**src/rtl/ahbl_master_arbiter.sv**
```systemverilog
`default_nettype none
// ============================================================================
// Module      : ahbl_master_arbiter
// Description : Two-master AHB-Lite arbiter sitting in front of the address
//               splitter. M0 is the CPU, M1 the DMA/accelerator.
//               - Muxes the address phase from the address-phase owner and
//                 the write data from the data-phase owner.
//               - Stalls a non-owning, requesting master through its private
//                 HREADY.
//               - Hands the bus over only when the owner drives IDLE and the
//                 slave is ready, so bursts are never broken and no accepted
//                 transfer is lost.
//               - Flags masters that have been stalled for too long (sticky,
//                 diagnostic only).
// Ports       : HCLK, HRESETn         clock, async active-low reset
//               Mx_HADDR/HTRANS/
//               HWRITE/HSIZE/HWDATA   master request inputs (x = 0, 1)
//               Mx_HREADY, Mx_HRDATA  per-master ready / read data
//               HADDR/HTRANS/HWRITE/
//               HSIZE/HWDATA          shared bus outputs
//               HREADY, HRDATA        shared bus returns from the splitter
//               HMASTER               current address-phase owner
//               Mx_STARVE             sticky starvation flags
// Revision    : 1.0 - initial release
// ============================================================================
module ahbl_master_arbiter #(
  parameter logic DEFAULT_OWNER = 1'b0,
  parameter int   STARVE_LIMIT  = 64
) (
  input  logic        HCLK,
  input  logic        HRESETn,
  input  logic [31:0] M0_HADDR,
  input  logic [1:0]  M0_HTRANS,
  input  logic        M0_HWRITE,
  input  logic [2:0]  M0_HSIZE,
  input  logic [31:0] M0_HWDATA,
  input  logic [31:0] M1_HADDR,
  input  logic [1:0]  M1_HTRANS,
  input  logic        M1_HWRITE,
  input  logic [2:0]  M1_HSIZE,
  input  logic [31:0] M1_HWDATA,
  output logic        M0_HREADY,
  output logic        M1_HREADY,
  output logic [31:0] M0_HRDATA,
  output logic [31:0] M1_HRDATA,
  output logic [31:0] HADDR,
  output logic [1:0]  HTRANS,
  output logic        HWRITE,
  output logic [2:0]  HSIZE,
  output logic [31:0] HWDATA,
  input  logic        HREADY,
  input  logic [31:0] HRDATA,
  output logic        HMASTER,
  output logic        M0_STARVE,
  output logic        M1_STARVE
);

  typedef enum logic [0:0] {
    OWN0 = 1'b0,
    OWN1 = 1'b1
  } own_state_t;

  localparam own_state_t  c_RESET_STATE  = DEFAULT_OWNER ? OWN1 : OWN0;
  localparam logic [1:0]  c_HTRANS_IDLE  = 2'b00;
  localparam logic [15:0] c_STARVE_LIMIT = 16'(STARVE_LIMIT);
  localparam logic [15:0] c_WAIT_MAX     = 16'hFFFF;

  own_state_t       r_state;
  logic             r_d_owner;
  logic             w_owner;
  logic             w_other;
  logic             w_switch;
  logic             w_owner_nxt;
  logic [1:0][1:0]  w_htrans;
  logic [1:0]       w_hready_m;
  logic [1:0]       w_starve;

  assign w_htrans = {M1_HTRANS, M0_HTRANS};
  assign w_owner  = (r_state == OWN1);
  assign w_other  = ~w_owner;

  // Handover only at a boundary where the owner has nothing in flight on
  // the address bus (IDLE) and the slave is ready; BUSY/SEQ keep the owner.
  assign w_switch    = HREADY && (w_htrans[w_owner] == c_HTRANS_IDLE) &&
                       w_htrans[w_other][1];
  assign w_owner_nxt = w_switch ? w_other : w_owner;

  // --------------------------------------------------------------------------
  // Ownership FSM and data-phase owner tracking
  // --------------------------------------------------------------------------
  always_ff @(posedge HCLK or negedge HRESETn) begin
    if (!HRESETn) begin
      r_state   <= c_RESET_STATE;
      r_d_owner <= DEFAULT_OWNER;
    end else begin
      // The address phase accepted this cycle becomes the next data phase.
      if (HREADY) begin
        r_d_owner <= w_owner;
      end
      case (r_state)
        OWN0: if (w_switch) r_state <= OWN1;
        OWN1: if (w_switch) r_state <= OWN0;
      endcase
    end
  end

  // --------------------------------------------------------------------------
  // Bus muxes
  // --------------------------------------------------------------------------
  assign HMASTER = w_owner;
  assign HADDR   = w_owner ? M1_HADDR  : M0_HADDR;
  assign HTRANS  = w_owner ? M1_HTRANS : M0_HTRANS;
  assign HWRITE  = w_owner ? M1_HWRITE : M0_HWRITE;
  assign HSIZE   = w_owner ? M1_HSIZE  : M0_HSIZE;
  assign HWDATA  = r_d_owner ? M1_HWDATA : M0_HWDATA;

  assign M0_HRDATA = HRDATA;
  assign M1_HRDATA = HRDATA;

  // --------------------------------------------------------------------------
  // Per-master ready and starvation tracking
  // --------------------------------------------------------------------------
  for (genvar gi = 0; gi < 2; gi++) begin : g_master
    localparam logic c_IDX = 1'(gi);

    logic        w_on_bus;
    logic        w_stall;
    logic [15:0] w_wait_inc;
    logic [15:0] r_wait;
    logic        r_starve;

    // A master owning either phase sees the real bus ready; an idle
    // non-owner is never held off.
    assign w_on_bus   = (w_owner == c_IDX) || (r_d_owner == c_IDX);
    assign w_stall    = !w_on_bus && w_htrans[gi][1];
    assign w_wait_inc = r_wait + 16'd1;

    assign w_hready_m[gi] = w_on_bus ? HREADY : !w_stall;
    assign w_starve[gi]   = r_starve;

    always_ff @(posedge HCLK or negedge HRESETn) begin
      if (!HRESETn) begin
        r_wait   <= 16'd0;
        r_starve <= 1'b0;
      end else if (w_owner_nxt == c_IDX) begin
        // Covers both "becoming owner" and "remaining owner".
        r_wait   <= 16'd0;
        r_starve <= 1'b0;
      end else if (w_stall) begin
        if (r_wait != c_WAIT_MAX) begin
          r_wait <= w_wait_inc;
        end
        if ((r_wait != c_WAIT_MAX) && (w_wait_inc == c_STARVE_LIMIT)) begin
          r_starve <= 1'b1;
        end
      end
    end
  end

  assign M0_HREADY = w_hready_m[0];
  assign M1_HREADY = w_hready_m[1];
  assign M0_STARVE = w_starve[0];
  assign M1_STARVE = w_starve[1];

endmodule
`default_nettype wire

```
**config.mk**
```make
export PLATFORM = sky130hd
export DESIGN_NAME = ahbl_master_arbiter
export DESIGN_NICKNAME = d
export VERILOG_FILES = /design/src/rtl/ahbl_master_arbiter.sv
export SDC_FILE = /design/constraint.sdc
export NUM_CORES = 1
export LEC_CHECK = 0
export CAP_MARGIN = 40
export CORE_MARGIN = 10
export CORE_UTILIZATION = 32
export CTS_CLUSTER_DIAMETER = 120
export DETAILED_ROUTE_END_ITERATION = 10
export GPL_TIMING_DRIVEN = 0
export PLACE_DENSITY = 0.82
export SLEW_MARGIN = 20
export SYNTH_ARGS = -nofsm -noshare
export SYNTH_HDL_FRONTEND = slang
export SYNTH_SLANG_ARGS = --single-unit
```
**constraint.sdc**
```tcl
create_clock -name HCLK -period 2.55 [get_ports HCLK]
set_clock_uncertainty 0.05 [all_clocks]
set_input_delay 0.255 -clock HCLK [delete_from_list [all_inputs] [get_ports HCLK]]
set_output_delay 0.255 -clock HCLK [all_outputs]
set_load 0.01 [all_outputs]
```
Word level (Yosys, flattened, before mapping):

Index checks and enable logic that the tools add are counted.

* add/sub/neg operators: 2
* order comparisons: 2
* eq/ne operators: 7
* multiplexer cells: 26
* bitwise logic cells: 2
* reduce and logical (&&, ||, !) cells: 20

Operator list (count)
* 2-to-1 mux 16 bit: 6
* 2-to-1 mux 32 bit: 2
* adder 16 x 1 -> 16 bit, second input constant: 2
* == test 16 x 7 -> 1 bit, second input constant: 2
* != test 16 bit, second input constant: 2
* 2-to-1 mux 1 bit: 12
* 2-to-1 mux 2 bit: 4
* AND reduction 2 bit: 4
* logical AND 1 bit: 6
* != test 2 x 1 -> 1 bit, second input constant: 3
* nonzero test 2 bit: 3
* logical NOT 1 bit: 4
* < comparator 1 x 2 -> 1 bit, second input constant: 2
* 2-to-1 mux 3 bit: 1
* logical NOT 2 bit: 1
* logical OR 1 bit: 2
* NOT 1 bit: 2
* case mux 1 bit (2 select lines): 1

* register bits after elaboration: 36
* input bits: 175
* word-level logic and storage cells: 65

Depth between registers and ports, before layout:

* depth in word-level cells: 8
* gate-level depth with buffers: 9
* gate-level depth less buffers: 7

Worst setup path before layout:

No wires, ideal clock.

* path type: reg2reg
* from: reg g_master[1].r_wait[0]
* to: reg g_master[1].r_wait[14]
* setup time: 0.077 ns
* data arrival time: 1.802 ns
* path slack: 0.620 ns
* stages on the path, launching flop included: 8
* clock period less this slack: 1.930 ns
* path through: dfrtp_1 -> ha_1 -> nand3_1 -> nor2_1 -> a31oi_4 -> nand2_1 -> or4_1 -> a21oi_1

* cells in the longest elaborated chain, start to end: 4
* elaborated cells on any way between the ends: 7
* those cells by class: add/sub: 1; eq/ne: 1; mux: 3; reduce/logical: 2

RTL lines
* start, declared: RTL line 129 `logic [15:0] r_wait;`
* start signal, assigned: RTL line 151 `r_wait <= w_wait_inc;`
* adder 16 x 1 -> 16 bit: RTL line 136 `assign w_wait_inc = r_wait + 16'd1;`
* 2-to-1 mux 16 bit: RTL line 150 `if (r_wait != c_WAIT_MAX) begin`
* 2-to-1 mux 16 bit: RTL line 149 `end else if (w_stall) begin`
* 2-to-1 mux 16 bit: RTL line 145 `end else if (w_owner_nxt == c_IDX) begin`

Parallel ways exist; a longest one is shown, timed or not. The select of a mux whose other input is x is not followed.
A chain may end at the register's enable or synchronous reset.

Final worst setup path:

* from: reg r_state, in the netlist HMASTER
* to: out HADDR[28]

* cells in the longest elaborated chain, start to end: 1

RTL lines
* start, declared: RTL line 68 `own_state_t r_state;`
* start signal, assigned: RTL line 93 `r_state <= c_RESET_STATE;`
* 2-to-1 mux 32 bit: RTL line 111 `assign HADDR = w_owner ? M1_HADDR : M0_HADDR;`
* end, declared: RTL line 46 `output logic [31:0] HADDR,`

Every way passes these cells.

==> out/qor.yml <==
route:
  via_count: 4059
  dr_wl_met2_um: 9904
  wl_met1_um: 6754
  postRouteWirelength_um: 18770
  via_per_inst: 4.867
  firstDrtPassIters: 4
  wire_per_inst_um: 22.51
  ant_nets: 0
  wl_met3_um: 1732
  drc_errors: 0
  drt-initial-drc-count: 222
  top_layer_used: "met4"
pwr:
  p_leak_nw: 2.686
  p_per_area_mw_per_mm2: 336.7
  p_sw_w: 0.0006762
  pwr-share-clk_pct: 22.4
  power_frac_seq_pct: 29.8
  p_sw_share_pct: 29.98
  ir_worst_vdd_mv: 0.2780
  p_int_w: 0.001579
  p_comb_share_pct: 47.8
global_routing:
  grt_usage_pct: 21.95
  grt_pass1_vias: 4015
  overflow: 0
  antenna_found_initial: 2
  grt_max_degree: 21
  grt_first_pass_wirelength_um: 26920
timing:
  setup-tns-final_ns: 0
  setup-violations-final: 0
  fin_crit_sh_pct: 93.69
  slew_violations: 0
  fmax_ghz: 0.4186
  rsz0062_at_grt: "false"
  min_period_ns: 2.389
  slew_headroom_pct: 69.89
  hold_viol: 0
  tightest_slew_ns: 0.4517
worst_setup_path:
  cp.arrival_ns: 2.08
  crit_type: "reg2out"
  crit_chain: "buf_2, buf_2, mux2_2, clkdlybuf4s50_1"
  critPathMaxStageDelay_ns: 0.49
  reg2reg_slack_ns: 0.31
  cp_data_required_time_ns: 2.25
  crit_top_cell: "buf_2"
  start_kind: "flip-flop"
  crit_slowest_cell: "clkdlybuf4s50_1"
  r2r_start: "g_master[1].r_wait[0]$_DFFE_PN0P_"
  crit_path_end_kind: "primary output"
  path_max_fanout: 10
  r2r_cells: 7
  r2r-end: "g_master[1].r_wait[14]$_DFFE_PN0P_"
clock_network:
  cts_buffers: 5
  clock-sinks: 36
  clk_root_buffer_cell: "clkbuf_8"
  tritoncts: "done"
  cts_max_path_buffers: 2
  path_clk_slew_ns: 0.08
  clk_latency_ns: 0.30
  htree_num_levels: 2
synthesis:
  seq_area_frac_synth_pct: 25.31
  yosys.cell_types.count: 41
  synthAdderAreaFrac_pct: 0.7030
  synth_compound_area_share_pct: 4.745
  synth_nets: 579
  synthMuxAreaShare_pct: 23.90
  synth_top_family_by_area: "multiplexers"
  ys.warnings.count: 0
  syn_inst: 402
  synth_edf_count: 0
  synth-simple-area-share_pct: 20.56
  synth.cell_area_sq_mm: 0.003560
  synth.avg_cell_area_sq_um: 8.855
  ys_ff_latch: 36
  ys_async_sr_fraction_pct: 100.0
  synth_xor_area_share_pct: 7.873
  synthFlopType: "dfrtp_1"
die:
  dieArea_sq_mm: 0.01574
  io_pins: 314
  rows: 38
  initial_core_util_pct: 32.69
  die_height_um: 125.5
  dieWidth_um: 125.5
  coreArea_sq_mm: 0.01089
worst_hold_path:
  hp-class: "in2async"
flow_run:
  cap_violations: 0
layout:
  fin_nets: 868
  layout_commonest_cell: "clkdlybuf4s50_1"
  area_delta_synth_final_pct: 88.19
  layout-drive-gt1-share_pct: 25.00
  nFillCells: 920
  fin_cells: 834
  mostFrequentLayoutCells: "clkdlybuf4s50_1, mux2_2, buf_4, nor2_1, dfrtp_1"
placement:
  gp_congestion: 0.9154
  dp_hpwl_um: 16490
  place_inst: 824
  io_buffers: 281
outcome:
  outcome: "complete, no violations"
[cell usage after synthesis, types with 7 or more instances]
library cell	number	area [sq um]
nand2_1	23	86.33
nor3_1	8	40.04
nor4_1	7	43.79
dfrtp_1	36	900.9
xor2_1	13	113.9
xnor2_1	19	166.4
nand3_1	14	70.07
buf_1	7	26.28
buf_4	64	480.5
mux2_2	72	810.8
or3_1	8	50.05
nor2_1	47	176.4
o21ai_0	8	40.04
buf_2	10	50.05
nand4_1	12	75.07
[worst max path at each step]
stage | start | end | slack (ns)
after floorplan | g_master[1].r_wait[0]$_DFFE_PN0P_ | g_master[1].r_wait[14]$_DFFE_PN0P_ | 0.62
after global placement | r_d_owner$_DFFE_PN0P_ | HWDATA[27] | 0.03
after detailed placement | r_d_owner$_DFFE_PN0P_ | HWDATA[27] | 0.02
after CTS | HMASTER$_DFF_PN0_ | HADDR[15] | 0.005
after global routing | HMASTER$_DFF_PN0_ | HADDR[14] | 0.09
final | HMASTER$_DFF_PN0_ | HADDR[28] | 0.16
[power groups by stage]
stage / Clock [W] / Combinational [W] / Sequential [W]
finish: 0.000506 / 0.00108 / 0.000671
global route: 0.000536 / 0.00114 / 0.000678
CTS: 0.000509 / 0.00108 / 0.000669
detailed placement: 0 / 0.00108 / 0.000676
global placement: 0 / 0.00106 / 0.000671
floorplan: 0 / 0.000435 / 0.000663
[repair_timing]
action                                 CTS  global route
endpoints found under the hold margin   16             0
setup endpoints to repair               38            20
gates resized for setup                  5             3
hold buffers                             1             0
buffers inserted                         0             0
[cell families (layout without fill, tap and decap cells)]
group,count (synthesis),after routing
compound gates,25,25
xor+xnor,32,32
fa+ha+maj,2,2
buf+inv,91,381
flops,36,36
mux,76,76
other cells,0,2
simple gates,140,140
[stage by stage]
step	instance area (sq um)	setup slack [ns]	util [%]	hold slack (ns)	power, W
3_3_place_gp	6548	0.02757	60.14	0.4659	0.001732
4_1_cts	6690	0.004963	61.45	0.4077	0.002262
5_1_grt	6699	0.09448	61.53	0.4269	0.002358
3_5_place_dp	6570	0.01676	60.34	0.1658	0.001756
6_report	6699	0.1609	61.53	0.3818	0.002256
2_1_floorplan	3560	0.6202	-	-0.09059	0.001098
[state kept, by name (all words and copies together), names as in the netlist]
register	flops
r_d_owner	1
M1_STARVE	1
M0_STARVE	1
HMASTER	1
g_master.r_wait	32
[critical path, delay by kind of cell (launching register included)]
kind                   cells  cell delay (ns)
DFF                        1             0.35
buffers and inverters      3             1.04
muxes                      1             0.40
[per-layer routing]
| layer | vias up | global-route usage, % |
|---|---|---|
| met2 | 185 | 39.35 |
| met4 | 0 | 6.640 |
| li1 | 1924 | - |
| met1 | 1926 | 23.64 |
| met5 | - | 0 |
| met3 | 24 | 7.689 |
[final cells by class]
class / instances / area [sq um] / share of cell area, %
repair buffers: 283 / 2845 / 42.47
flip-flops and latches: 36 / 902.1 / 13.47
diodes: 2 / 5.005 / 0.07471
well taps: 140 / 175.2 / 2.615
inverters: 4 / 15.01 / 0.2241
clock buffers: 6 / 72.57 / 1.083
multi-input cells: 275 / 2057 / 30.71
plain buffers: 86 / 591.8 / 8.835
clock inverters: 2 / 35.03 / 0.5230
No activity file was read; power rests on OpenSTA's default activity.
